==> src/rtl/mac_accumulator.sv <==
// mac_accumulator: sums up to TERMS unsigned products per burst and hands
// the registered sum, term count and sticky carry-out flag downstream.
module mac_accumulator #(
   parameter int N     = 4,
   parameter int ACC_W = 10,
   parameter int TERMS = 4,
   localparam int CW   = $clog2(TERMS + 1)
) (
   input  logic             clk,
   input  logic             rst,
   input  logic [2*N-1:0]   prod,
   input  logic             prod_valid,
   output logic             prod_ready,
   input  logic             flush,
   input  logic             clear,
   output logic [ACC_W-1:0] acc_out,
   output logic [CW-1:0]    acc_cnt,
   output logic             acc_ovf,
   output logic             acc_valid,
   input  logic             acc_ready
);
   typedef enum logic {ACCUM, HOLD} state_t;
   state_t           state_q, state_d;
   logic [ACC_W-1:0] sum_q, sum_d, acc_out_q, acc_out_d;
   logic [CW-1:0]    cnt_q, cnt_d, acc_cnt_q, acc_cnt_d, cnt_inc;
   logic             ovf_q, ovf_d, acc_ovf_q, acc_ovf_d;
   logic [ACC_W:0]   add;
   logic             accept, done;

   assign prod_ready = state_q == ACCUM && !clear && !rst;
   assign accept     = prod_valid && prod_ready;
   assign add        = {1'b0, sum_q} + (ACC_W + 1)'(prod);
   assign cnt_inc    = cnt_q + CW'(accept);
   // The product accepted on the ending edge belongs to this burst.
   assign done       = state_q == ACCUM &&
                       ((accept && cnt_inc == CW'(TERMS)) || (flush && cnt_inc != '0));

   always_comb begin
      state_d   = state_q;
      sum_d     = sum_q;
      cnt_d     = cnt_q;
      ovf_d     = ovf_q;
      acc_out_d = acc_out_q;
      acc_cnt_d = acc_cnt_q;
      acc_ovf_d = acc_ovf_q;
      if (clear) begin
         state_d   = ACCUM;
         sum_d     = '0;
         cnt_d     = '0;
         ovf_d     = 1'b0;
         acc_out_d = '0;
         acc_cnt_d = '0;
         acc_ovf_d = 1'b0;
      end else if (state_q == HOLD) begin
         if (acc_ready) begin
            state_d = ACCUM;
            sum_d   = '0;
            cnt_d   = '0;
            ovf_d   = 1'b0;
         end
      end else begin
         if (accept) begin
            sum_d = add[ACC_W-1:0];
            cnt_d = cnt_inc;
            ovf_d = ovf_q | add[ACC_W];
         end
         if (done) begin
            state_d   = HOLD;
            acc_out_d = sum_d;
            acc_cnt_d = cnt_d;
            acc_ovf_d = ovf_d;
         end
      end
   end

   always_ff @(posedge clk or posedge rst) begin
      if (rst) begin
         state_q   <= ACCUM;
         sum_q     <= '0;
         cnt_q     <= '0;
         ovf_q     <= 1'b0;
         acc_out_q <= '0;
         acc_cnt_q <= '0;
         acc_ovf_q <= 1'b0;
      end else begin
         state_q   <= state_d;
         sum_q     <= sum_d;
         cnt_q     <= cnt_d;
         ovf_q     <= ovf_d;
         acc_out_q <= acc_out_d;
         acc_cnt_q <= acc_cnt_d;
         acc_ovf_q <= acc_ovf_d;
      end
   end

   assign acc_out   = acc_out_q;
   assign acc_cnt   = acc_cnt_q;
   assign acc_ovf   = acc_ovf_q;
   assign acc_valid = state_q == HOLD;
endmodule

==> config.mk <==
export PLATFORM = sky130hd
export DESIGN_NAME = mac_accumulator
export DESIGN_NICKNAME = d
export VERILOG_FILES = /design/src/rtl/mac_accumulator.sv
export SDC_FILE = /design/constraint.sdc
export NUM_CORES = 1
export LEC_CHECK = 0
export ABC_CLOCK_PERIOD_IN_PS = 3250
export CAP_MARGIN = 20
export CORE_UTILIZATION = 45
export CTS_CLUSTER_SIZE = 30
export DETAILED_ROUTE_END_ITERATION = 6
export PLACE_DENSITY_LB_ADDON = 0.05
export SKIP_CTS_REPAIR_TIMING = 1
export SYNTH_ARGS = -nofsm -noshare
export SYNTH_HDL_FRONTEND = slang
export SYNTH_SLANG_ARGS = --single-unit
export TNS_END_PERCENT = 20
==> constraint.sdc <==
create_clock -name clk -period 3.25 [get_ports clk]
set_input_delay 0.325 -clock clk [delete_from_list [all_inputs] [get_ports clk]]
set_output_delay 0.325 -clock clk [all_outputs]
set_load 0.03 [all_outputs]
* Word-level counts from Yosys, hierarchy flattened
Cells that the tools add are included.
Word-level totals: bits of input ports 14, bits in registers 29, output and inout port bits 16, logic and storage cells 51
Operators by class: bitwise operators 2, equality and inequality tests 3, multiplexer cells 25, add/subtract/negate cells 2, reductions and logical operators 12
Operators by type and width (number):
- 10-bit two-way mux | 7
- 3-bit two-way mux | 7
- 10-bit by 8-bit adder with 11-bit output | 1
- 1-bit two-way mux | 11
- 1-bit logical AND | 6
- 3-bit by 1-bit adder with 3-bit output | 1
- 3-bit equality test, second input constant | 1
- 3-bit inequality test, second input constant | 1
- 3-bit nonzero test | 1
- 1-bit logical NOT | 2
- 2-bit inequality test, second input constant | 1
- 2-bit AND reduction | 1
- 2-bit nonzero test | 1
- 1-bit logical OR | 1
- 1-bit inverter | 1
- 1-bit bitwise OR | 1

* Longest topological paths before layout
Gate-level depths: netlist of run 1.
depth in word-level cells 12, gate-level depth with buffers 13, gate-level depth less buffers 10

* Least setup slack after synthesis of run 1
No wires, ideal clock.
path kind reg-to-reg, from reg state_q, in the netlist acc_valid, to reg acc_out_q[5], in the netlist acc_out[5], path buffers 2, required time 3124 ps, slack 635 ps, period minus slack after synthesis 2615 ps, data arrival time 2489 ps, setup time 126 ps, stages on the path, launching flop included 12, path through dfrtp_1 -> nor2_4 -> nand3_2 -> clkinv_2 -> buf_6 -> ha_1 -> ha_1 -> xor2_1 -> nor3_1 -> nor2_1 -> clkbuf_1 -> a221o_1
On the way: word-level cells in the longest chain between the ends 11, elaborated cells between the ends (all ways) 18, classes of those cells add/sub (1); eq/ne (2); mux (4); bitwise (1); reduce/logical (10)
RTL lines:
- start, declared | line 23 | state_t state_q, state_d;
- start signal, assigned | line 86 | state_q <= state_d;
- 1-bit inverter | line 30, 35
- 1-bit logical AND (2 in a row) | line 30 | assign prod_ready = state_q == ACCUM && !clear && !rst;
- 1-bit logical AND | line 31 | assign accept = prod_valid && prod_ready;
- 3-bit by 1-bit adder with 3-bit output | line 33 | assign cnt_inc = cnt_q + CW'(accept);
- 3-bit equality test or 3-bit nonzero test (tied branches) | line 36 | ((accept && cnt_inc == CW'(TERMS)) || (flush && cnt_inc != '0));
- 1-bit logical AND | line 36
- 1-bit logical OR | line 36
- 1-bit logical AND | line 35 | assign done = state_q == ACCUM &&
- 2-bit nonzero test (no source line)
- 2-bit AND reduction (no source line)
- end signal, assigned | line 90 | acc_out_q <= acc_out_d;
- end, declared | line 24 | logic [ACC_W-1:0] sum_q, sum_d, acc_out_q, acc_out_d;
Several ways; a longest one is shown, not always the timed one. The select of a mux whose other input is x is not followed. A chain may end at the register's enable or synchronous reset.

* Worst setup path after layout of run 1
from in clear, to reg acc_out_q[9], in the netlist acc_out[9]
On the way: word-level cells in the longest chain between the ends 11, elaborated cells between the ends (all ways) 18, classes of those cells add/sub (1); eq/ne (2); mux (4); reduce/logical (11)
RTL lines:
- start, declared | line 15 | input logic clear,
- 1-bit logical NOT | line 30
- 1-bit logical AND (2 in a row) | line 30
- 1-bit logical AND | line 31
- 3-bit by 1-bit adder with 3-bit output | line 33
- 3-bit equality test or 3-bit nonzero test (tied branches) | line 36
- 1-bit logical AND | line 36
- 1-bit logical OR | line 36
- 1-bit logical AND | line 35
- 2-bit nonzero test (no source line)
- 2-bit AND reduction (no source line)
Several ways; a longest one is shown, not always the timed one. The select of a mux whose other input is x is not followed.

==> results_dict.tcl, run 1 <==
set metrics [dict create \
    max_slew_margin_pct 52.0 \
    htreeDepth 2 \
    hp-class "input pin to asynchronous set/reset pin" \
    synth_seq_area_share_pct 42.2 \
    drt-initial-drc-count 50 \
    p_sw_mw 0.242 \
    rsz0062_at_grt "no" \
    place_hpwl_um 3130 \
    synth_top_area_cell "dfrtp_1" \
    status "finished, final reports clean" \
    p_leak_nw 1.05 \
    crit_top_cell "ha_1" \
    synth_most_common_cell "dfrtp_1" \
    grt_busiest_layer "met2" \
    drv_slew 0 \
    finalInstanceArea_um2 2170 \
    fin_crit_sh_pct 76.0 \
    initial_core_util_pct 47.0 \
    yosys_warnings 0 \
    crit_family "simple AND/OR/NAND/NOR gates" \
    row_count 22 \
    fp.coreArea_um2 3660 \
    crit_type "input pin to flop" \
    period_minus_slack_ps 2470 \
    viasPerCell 5.64 \
    pwr-share-seq_pct 46.5 \
    arrival_ps 2650 \
    drive_gt1_share_pct 10.8 \
    critPathLaunchType "input pin" \
    antenna_found_initial 0 \
    peakVddDrop_mv 0.250 \
    die-area_um2 4080 \
    timing.hold.ws_ps 495 \
    clock_latency_ps 280 \
    grt_pass1_vias 1477 \
    internal-power_mw 0.594 \
    setup_viol 0 \
    place.gp.congestion 0.894 \
    syn2layout_area_growth_pct 25.9 \
    synth_seq_cells 29 \
    path_clk_slew_ps 60 \
    yosysTopAreaCellShare_pct 42.2 \
    synthFlopType "dfrtp_1" \
    diodes 0 \
    routedWlPerCell_um 15.9 \
    clock-skew-final_ps 5.58 \
    critPathBufInv 3 \
    combPwrFrac_pct 21.8 \
    cts_tree "done" \
    ys_async_sr_fraction_pct 100 \
    tightest_slew_ps 718 \
    p_total_mw 0.836 \
    synth_cell_types 51 \
    layout.nets 238 \
    maxCapViolations 0 \
    grt_pass1_wl_um 7040 \
    postPlaceCellArea_um2 2090 \
    numCtsBuffers 5 \
    p_sw_share_pct 29.0 \
    firstDrtPassIters 4 \
    cts.path.max_buffers 2 \
    avgSynthCellArea_um2 9.84 \
    clockPowerShare_pct 31.8 \
    die_w_um 63.9 \
    endpoint_kind "flop" \
    drt-total-wl_um 4130 \
    clk_root_buffer_cell "clkbuf_8" \
    max_freq_ghz 0.405 \
    vias 1467 \
    ys_top_cells_by_area "dfrtp_1, ha_1, a21o_1, a22o_1, nand2_1" \
    synth_cells 175 \
    io_pins 30 \
    cpMaxStageDelayCell "clkdlybuf4s50_1" \
    fin_util_pct 59.2 \
    synth_edf_count 0 \
    postRouteAntennaNets 0 \
    finalHoldViolations 0 \
    drc_errors 0 \
    netlist_area_um2 1720 \
    cts_sinks 29 \
    grt_max_degree 31 \
    cp_max_fo 7 \
    critPathRequiredTime_ps 3430 \
    p_per_area_nw_per_um2 386 \
    synth_common_cells "dfrtp_1, nand2_1, a21o_1, nor2_1, a21oi_1" \
    grtUsageMet2_pct 35.6 \
    port_buffers 29 \
    die_h_um 63.9 \
    grt_overflow 0 \
    crit_chain "clkdlybuf4s50_1, nor2_4, nand3_2, clkinv_2, ha_1, ha_1, xor2_1, nor3_1, buf_4, nor3_2, nor2_1, a311oi_1" \
    gr-usage-met3_pct 5.36 \
    fin_setup_tns_ps 0 \
    grt_use_total_pct 23.2 \
    critPathMaxStageDelay_ps 470 \
    grtUsageMet1_pct 30.9 \
    synth_nets 200 \
]
-- flip-flops by register name (all words and copies together) (netlist names) --
| register | flops |
|---|---|
| ovf_q | 1 |
| acc_out | 10 |
| cnt_q | 3 |
| acc_cnt | 3 |
| sum_q | 10 |
| acc_ovf | 1 |
| acc_valid | 1 |
-- final timing paths --
check	endpoint	depth (start not counted)	slack, ps	startpoint
setup reg to reg	acc_out[9]$_DFFE_PP0P_	11	820	acc_valid$_DFF_PP0_
setup / recovery	acc_out[9]$_DFFE_PP0P_	12	780	clear
min in group clk	acc_out[4]$_DFFE_PP0P_	1	510	acc_out[4]$_DFFE_PP0P_
hold / removal	cnt_q[0]$_DFFE_PP0P_	3	490	rst
max in group asynchronous	sum_q[9]$_DFFE_PP0P_	3	2480	rst
hold reg to reg	acc_out[4]$_DFFE_PP0P_	1	510	acc_out[4]$_DFFE_PP0P_
-- per-stage QoR --
| step | setup WS (ps) | std cells |
|---|---|---|
| after floorplan | 635 | 175 |
| after global placement | 537 | 254 |
| after detailed placement | 488 | 254 |
| after CTS | 772 | 260 |
| after global routing | 521 | 260 |
| final | 779 | 260 |
-- power groups by stage --
| stage | sequential, mW | clock (mW) | combinational [mW] |
|---|---|---|---|
| after floorplan | 0.405 | 0 | 0.104 |
| after global placement | 0.394 | 0 | 0.178 |
| after detailed placement | 0.395 | 0 | 0.182 |
| after CTS | 0.388 | 0.273 | 0.183 |
| after global routing | 0.390 | 0.292 | 0.201 |
| final | 0.389 | 0.265 | 0.182 |
-- area by class of cell --
type | count | area (um2)
multi-input cells | 132 | 926
clock inverters | 1 | 5.00
flip-flops and latches | 29 | 726
inverters | 8 | 31.3
well taps | 48 | 60.1
fillers | 331 | 1490
repair buffers | 37 | 350
clock buffers | 5 | 68.8
-- logic make-up (layout without fill, tap and decap cells) --
family	Yosys count	after routing	share of synthesized area, %
and+or+nand+nor	58	58	18.2
DFF	29	29	42.2
AOI/OAI and AO/OA	57	57	24.0
adders and majority gates	11	11	8.43
muxes	2	2	1.16
buffers and inverters	14	51	4.07
xor gates and xnor gates	4	4	2.04
-- cell usage in the layout, fill, tap and decap left out, types with 5 or more instances in the layout --
cell and instances:
dfrtp_1 29, clkdlybuf4s50_1 29, nand2_1 15, nor2_1 12, a21o_1 12, a21oi_1 11, ha_1 10, a22o_1 8
buf_4 8, nand3_1 7, inv_1 6, clkbuf_8 5
-- worst register-to-register path: stages, from the launching register on --
cell and delay, ps:
dfrtp_1 480, nor2_4 210, nand3_2 110, clkinv_2 60
ha_1 130, ha_1 180, xor2_1 160, nor3_1 90
buf_4 150, nor3_2 440, nor2_1 80, a311oi_1 250
-- metal layers --
metal	wire, um	part of all wire [%]	vias to the layer above
met5	0	0	-
met4	109	2.6	0
met3	193	4.7	11
met2	1900	46	37
met1	1920	47	692
li1	-	-	727
Power figures use the tool's default switching activity.
==> inputs of run 2 (changes only) <==
--- a/config.mk
+++ b/config.mk
@@ -5,7 +5,7 @@
 export SDC_FILE = /design/constraint.sdc
 export NUM_CORES = 1
 export LEC_CHECK = 0
-export ABC_CLOCK_PERIOD_IN_PS = 3250
+export ABC_CLOCK_PERIOD_IN_PS = 2450
 export CAP_MARGIN = 20
 export CORE_UTILIZATION = 45
 export CTS_CLUSTER_SIZE = 30
==> constraint.sdc (replaced) <==
create_clock -name clk -period 2.45 [get_ports clk]
set_input_delay 0.245 -clock clk [delete_from_list [all_inputs] [get_ports clk]]
set_output_delay 0.245 -clock clk [all_outputs]
set_load 0.03 [all_outputs]
==> run 2 against run 1 <==
Critical path depth did not move. Sequential share of layout area fell by 1.5 points. Clock skew barely moved. First-iteration DRC count fell by 24%. Global-route usage fell by 0.42 points. Total power rose by 38%. Largest power group unchanged. Via count rose by 6.6%. Setup slack got worse by 640 ps. Highest routed layer unchanged. Clock-buffer cell count rose by 3. Largest cell class unchanged.
==> results_dict.tcl, run 2 (same netlist as run 1, synthesis figures left out) <==
set metrics [dict create \
    fin_crit_sh_pct 94.3 \
    period_minus_slack_ps 2310 \
    endpoint_kind "flop" \
    numCtsBuffers 5 \
    io_pins 30 \
    final_common_cell "clkdlybuf4s50_1" \
    port_buffers 29 \
    cts_sinks 29 \
    clk_root_buffer_cell "clkbuf_8" \
    die-area_um2 4080 \
    grt_max_degree 31 \
    fin_util_pct 62.2 \
    reg2reg_depth 11 \
    die_w_um 63.9 \
    finalHoldViolations 0 \
    arrival_ps 2520 \
    die_h_um 63.9 \
    fp.coreArea_um2 3660 \
    grt_pass1_vias 1535 \
    drt-total-wl_um 4120 \
    routedWlPerCell_um 15.1 \
    drt-initial-drc-count 38 \
    crit_type "input pin to flop" \
    pwr-share-seq_pct 44.5 \
    drive_gt1_share_pct 16.4 \
    finalInstanceArea_um2 2280 \
    place_hpwl_um 3030 \
    p_leak_nw 1.10 \
    cts_tree "done" \
    drv_slew 0 \
    htreeDepth 2 \
    status "finished, final reports clean" \
    clock_latency_ps 280 \
    diodes 0 \
    clockPowerShare_pct 32.8 \
    critPathLaunchType "input pin" \
    crit_top_cell "ha_1" \
    grt_overflow 0 \
    p_per_area_nw_per_um2 509 \
    fin_setup_tns_ps 0 \
    postRouteAntennaNets 0 \
    p_total_mw 1.16 \
    p_sw_share_pct 29.1 \
    p_sw_mw 0.337 \
    place.gp.congestion 0.876 \
    maxCapViolations 0 \
    cpMaxStageDelayCell "clkdlybuf4s50_1" \
    firstDrtPassIters 4 \
    drc_errors 0 \
    path_clk_slew_ps 60 \
    critPathMaxStageDelay_ps 550 \
    antenna_found_initial 0 \
    fill_cells 338 \
    initial_core_util_pct 47.0 \
    layout.nets 249 \
    row_count 22 \
    grt_use_total_pct 22.8 \
    cp_max_fo 4 \
    crit_chain "clkdlybuf4s50_1, nor2_4, nand3_2, clkinv_2, ha_1, ha_1, xor2_2, nor3_2, buf_4, or2_1, nor4_2, nand3b_1" \
    postPlaceCellArea_um2 2180 \
    cts.path.max_buffers 2 \
    internal-power_mw 0.821 \
    setup_viol 0 \
    rsz0062_at_grt "no" \
    clock-skew-final_ps 5.64 \
    grt_pass1_wl_um 6950 \
    critPathRequiredTime_ps 2660 \
    syn2layout_area_growth_pct 32.2 \
    final_cell_mix "clkdlybuf4s50_1, dfrtp_1, buf_4" \
    max_slew_margin_pct 74.1 \
    vias 1564 \
    combPwrFrac_pct 22.8 \
    peakVddDrop_mv 0.392 \
    max_freq_ghz 0.433 \
    viasPerCell 5.73 \
    tightest_slew_ps 389 \
    hp-class "input pin to asynchronous set/reset pin" \
]
-- run 2: cell count changes in the layout (fill, tap and decap cells not counted), sizes merged --
cell    delta
clkinv     -1
buf       +11
clkbuf     +3
-- run 2: worst paths after layout --
path / startpoint / to / slack, ps
worst max-delay path: clear / acc_out[7]$_DFFE_PP0P_ / 140
worst min-delay path: rst / sum_q[7]$_DFFE_PP0P_ / 420
worst max register to register: acc_valid$_DFF_PP0_ / acc_out[7]$_DFFE_PP0P_ / 210
worst min register to register: acc_out[4]$_DFFE_PP0P_ / acc_out[4]$_DFFE_PP0P_ / 500
max in group asynchronous: rst / acc_valid$_DFF_PP0_ / 1720
min in group clk: acc_out[4]$_DFFE_PP0P_ / acc_out[4]$_DFFE_PP0P_ / 500
-- run 2: power groups by stage --
stage | combinational (mW) | clock [mW] | sequential, mW
floorplan | 0.139 | 0 | 0.538
global placement | 0.259 | 0 | 0.523
detailed placement | 0.262 | 0 | 0.523
CTS | 0.264 | 0.386 | 0.515
global route | 0.290 | 0.406 | 0.517
finish | 0.264 | 0.379 | 0.515
-- run 2: metrics by stage --
step	instances	setup WS (ps)	hold slack (ps)
after floorplan	175	49.7	169
after global placement	265	-125	488
after detailed placement	265	-177	493
after CTS	273	85.3	441
after global routing	273	20.1	467
final	273	140	425
-- run 2: worst max-delay path, delay by kind of cell --
family	cells	cell delay, ps
fa+ha+maj	2	410
buf+inv	3	750
simple gates	6	940
xor+xnor	1	200
-- run 2: layout make-up --
cell class / instances / area (um2) / share of cell area (%)
tap: 48 / 60.1 / 2.64
clock buffer: 8 / 80.1 / 3.52
timing repair buffer: 48 / 433 / 19.0
multi-input combinational: 132 / 945 / 41.5
inverter: 8 / 31.3 / 1.37
sequential: 29 / 727 / 31.9
-- run 2: routing by layer --
layer / vias up / routed length (um) / track usage (%)
met5: - / 0 / 0
met4: 0 / 39 / 7.95
met3: 6 / 220 / 6.25
met2: 47 / 2020 / 37.9
met1: 771 / 1840 / 28.2
li1: 740 / - / -
==> variant, RTL diff (settings of run 1) <==
Change the parameter `ACC_W` from 10 to 12.
--- a/src/rtl/mac_accumulator.sv
+++ b/src/rtl/mac_accumulator.sv
@@ -3,5 +3,5 @@
 module mac_accumulator #(
    parameter int N     = 4,
-   parameter int ACC_W = 10,
+   parameter int ACC_W = 12,
    parameter int TERMS = 4,
    localparam int CW   = $clog2(TERMS + 1)
Ports: changed (resized acc_out); port bits go from 30 to 32. The function was not compared with the original's and may differ.
==> variant against run 1 <==
Clock skew grew 1.2 ps; sequential cell count grew 4; critical path depth shrank 1; cell area grew 10%; cell count grew 8.1%; synthesized area grew 11%; sequential share of layout area grew 1.1 points; wire length grew 17%; total power grew 13%; register-to-register slack lost 270 ps; sequential power grew 13%; worst setup slack lost 390 ps; largest power group unchanged.
==> variant: results (changes against run 1) <==
Synth Area in Compound Gates=26.63% (was 23.98%); routability cong.=0.8085 (was 0.8936); maximum vdd drop=0.3138 mV (was 0.2503 mV); Hold Path Class=reg2reg (was in2async); half-perimeter wire length after placement=3544 um (was 3126 um); Static Leakage=1.086 nW (was 1.050 nW); metal3 WL=160 um (was 193 um); vias per cell=5.786 (was 5.642); root buf cell=clkbuf_8 (unchanged); CP Max Fanout=9 (was 7); crit path DAT=3050 ps (was 2650 ps); Reg2Reg Depth=10 (was 11); GRT met2 Usage=43.50% (was 35.64%); outcome=finished, final reports clean (unchanged); wl on met1=2198 um (was 1919 um); met1 Track Usage GR=28.74% (was 30.93%); largest net degree at the start of global routing=34 (was 31); Max Clock Skew=6.822 ps (was 5.584 ps); share of cells above drive strength 1=9.524% (was 10.85%); synth cell count leaders=dfrtp_1 (33), nand2_1 (22), a21oi_1 (11), a22o_1 (11), nor2_1 (11) (was dfrtp_1 (29), nand2_1 (15), a21o_1 (12), nor2_1 (12), a21oi_1 (11)); multiplexer area fraction after synthesis=1.697% (was 1.163%); Synth area leaders=dfrtp_1 (43%), ha_1 (6.5%), a22o_1 (5.0%) (was dfrtp_1 (42%), ha_1 (7.3%), a21o_1 (5.2%)); post-synthesis async set-or-reset flop share=100.0% (unchanged); relative slew slack=51.98% (was 51.95%); htree depth=2 (unchanged); post-synth net total=219 (was 200); sequential fraction of the synthesis area=43.08% (was 42.15%); hold slack final=499.6 ps (was 494.5 ps); top_reg_cell synth=dfrtp_1 (unchanged); first-pass GRT wire length=7914 um (was 7044 um); final wirelength=4842 um (was 4125 um); FILL cells=324 (was 331); hold path startpoint=acc_out[10]; drt pass-1 iters=4 (unchanged); R2R Setup Slk=550 ps (was 820 ps); routed wl met2=2455 um (was 1902 um); 1st-iter DRT viols=70 (was 50); reg2reg start=acc_valid (unchanged); post-synthesis xor/xnor area fraction=3.655% (was 2.035%); CP max-delay cell=clkdlybuf4s50_1 (unchanged); met3 global-route usage=4.899% (was 5.357%); Post-Synth Adder-Cell Area=7.572% (was 8.430%); Yosys cell types=46 (was 51); Total GRT Usage=23.78% (was 23.19%); port bufs=31 (was 29); peak per-stage delay on the critical path=640 ps (was 470 ps); Final nets=256 (was 238); vias in the first global route=1677 (was 1477); R2R Path End=acc_out[2] (was acc_out[9])
variant: final cells by class:
type,instances,share of cell area (%)
multi-input cells,149,43.60
flip-flops and latches,33,34.63
repair buffers,35,14.27
clock buffers,6,3.463
well taps,50,2.623
inverters,7,1.102
clock inverters,1,0.3148
variant: where the power goes:
group          internal (mW)  total, mW  switching, mW  leakage (nW)
clock                  0.167      0.310          0.143        0.0433
combinational         0.0812      0.198          0.116         0.587
sequential             0.426      0.441         0.0152         0.456
variant: logic make-up after synthesis:
logic type      after synthesis
buf+inv                      12
fa+ha+maj                    11
simple gates                 55
flops                        33
compound gates               72
xor+xnor                      8
mux                           3
variant: through the flow:
stage | utilization, % | area, um2 | std cells | setup slack [ps]
3_5_place_dp | 56.55 | 2295 | 274 | 118.0
4_1_cts | 58.77 | 2385 | 281 | 408.8
6_report | 58.77 | 2385 | 281 | 392.7
5_1_grt | 58.77 | 2385 | 281 | 153.9
2_1_floorplan | - | 1917 | 194 | 31.66
3_3_place_gp | 56.55 | 2295 | 274 | 184.5
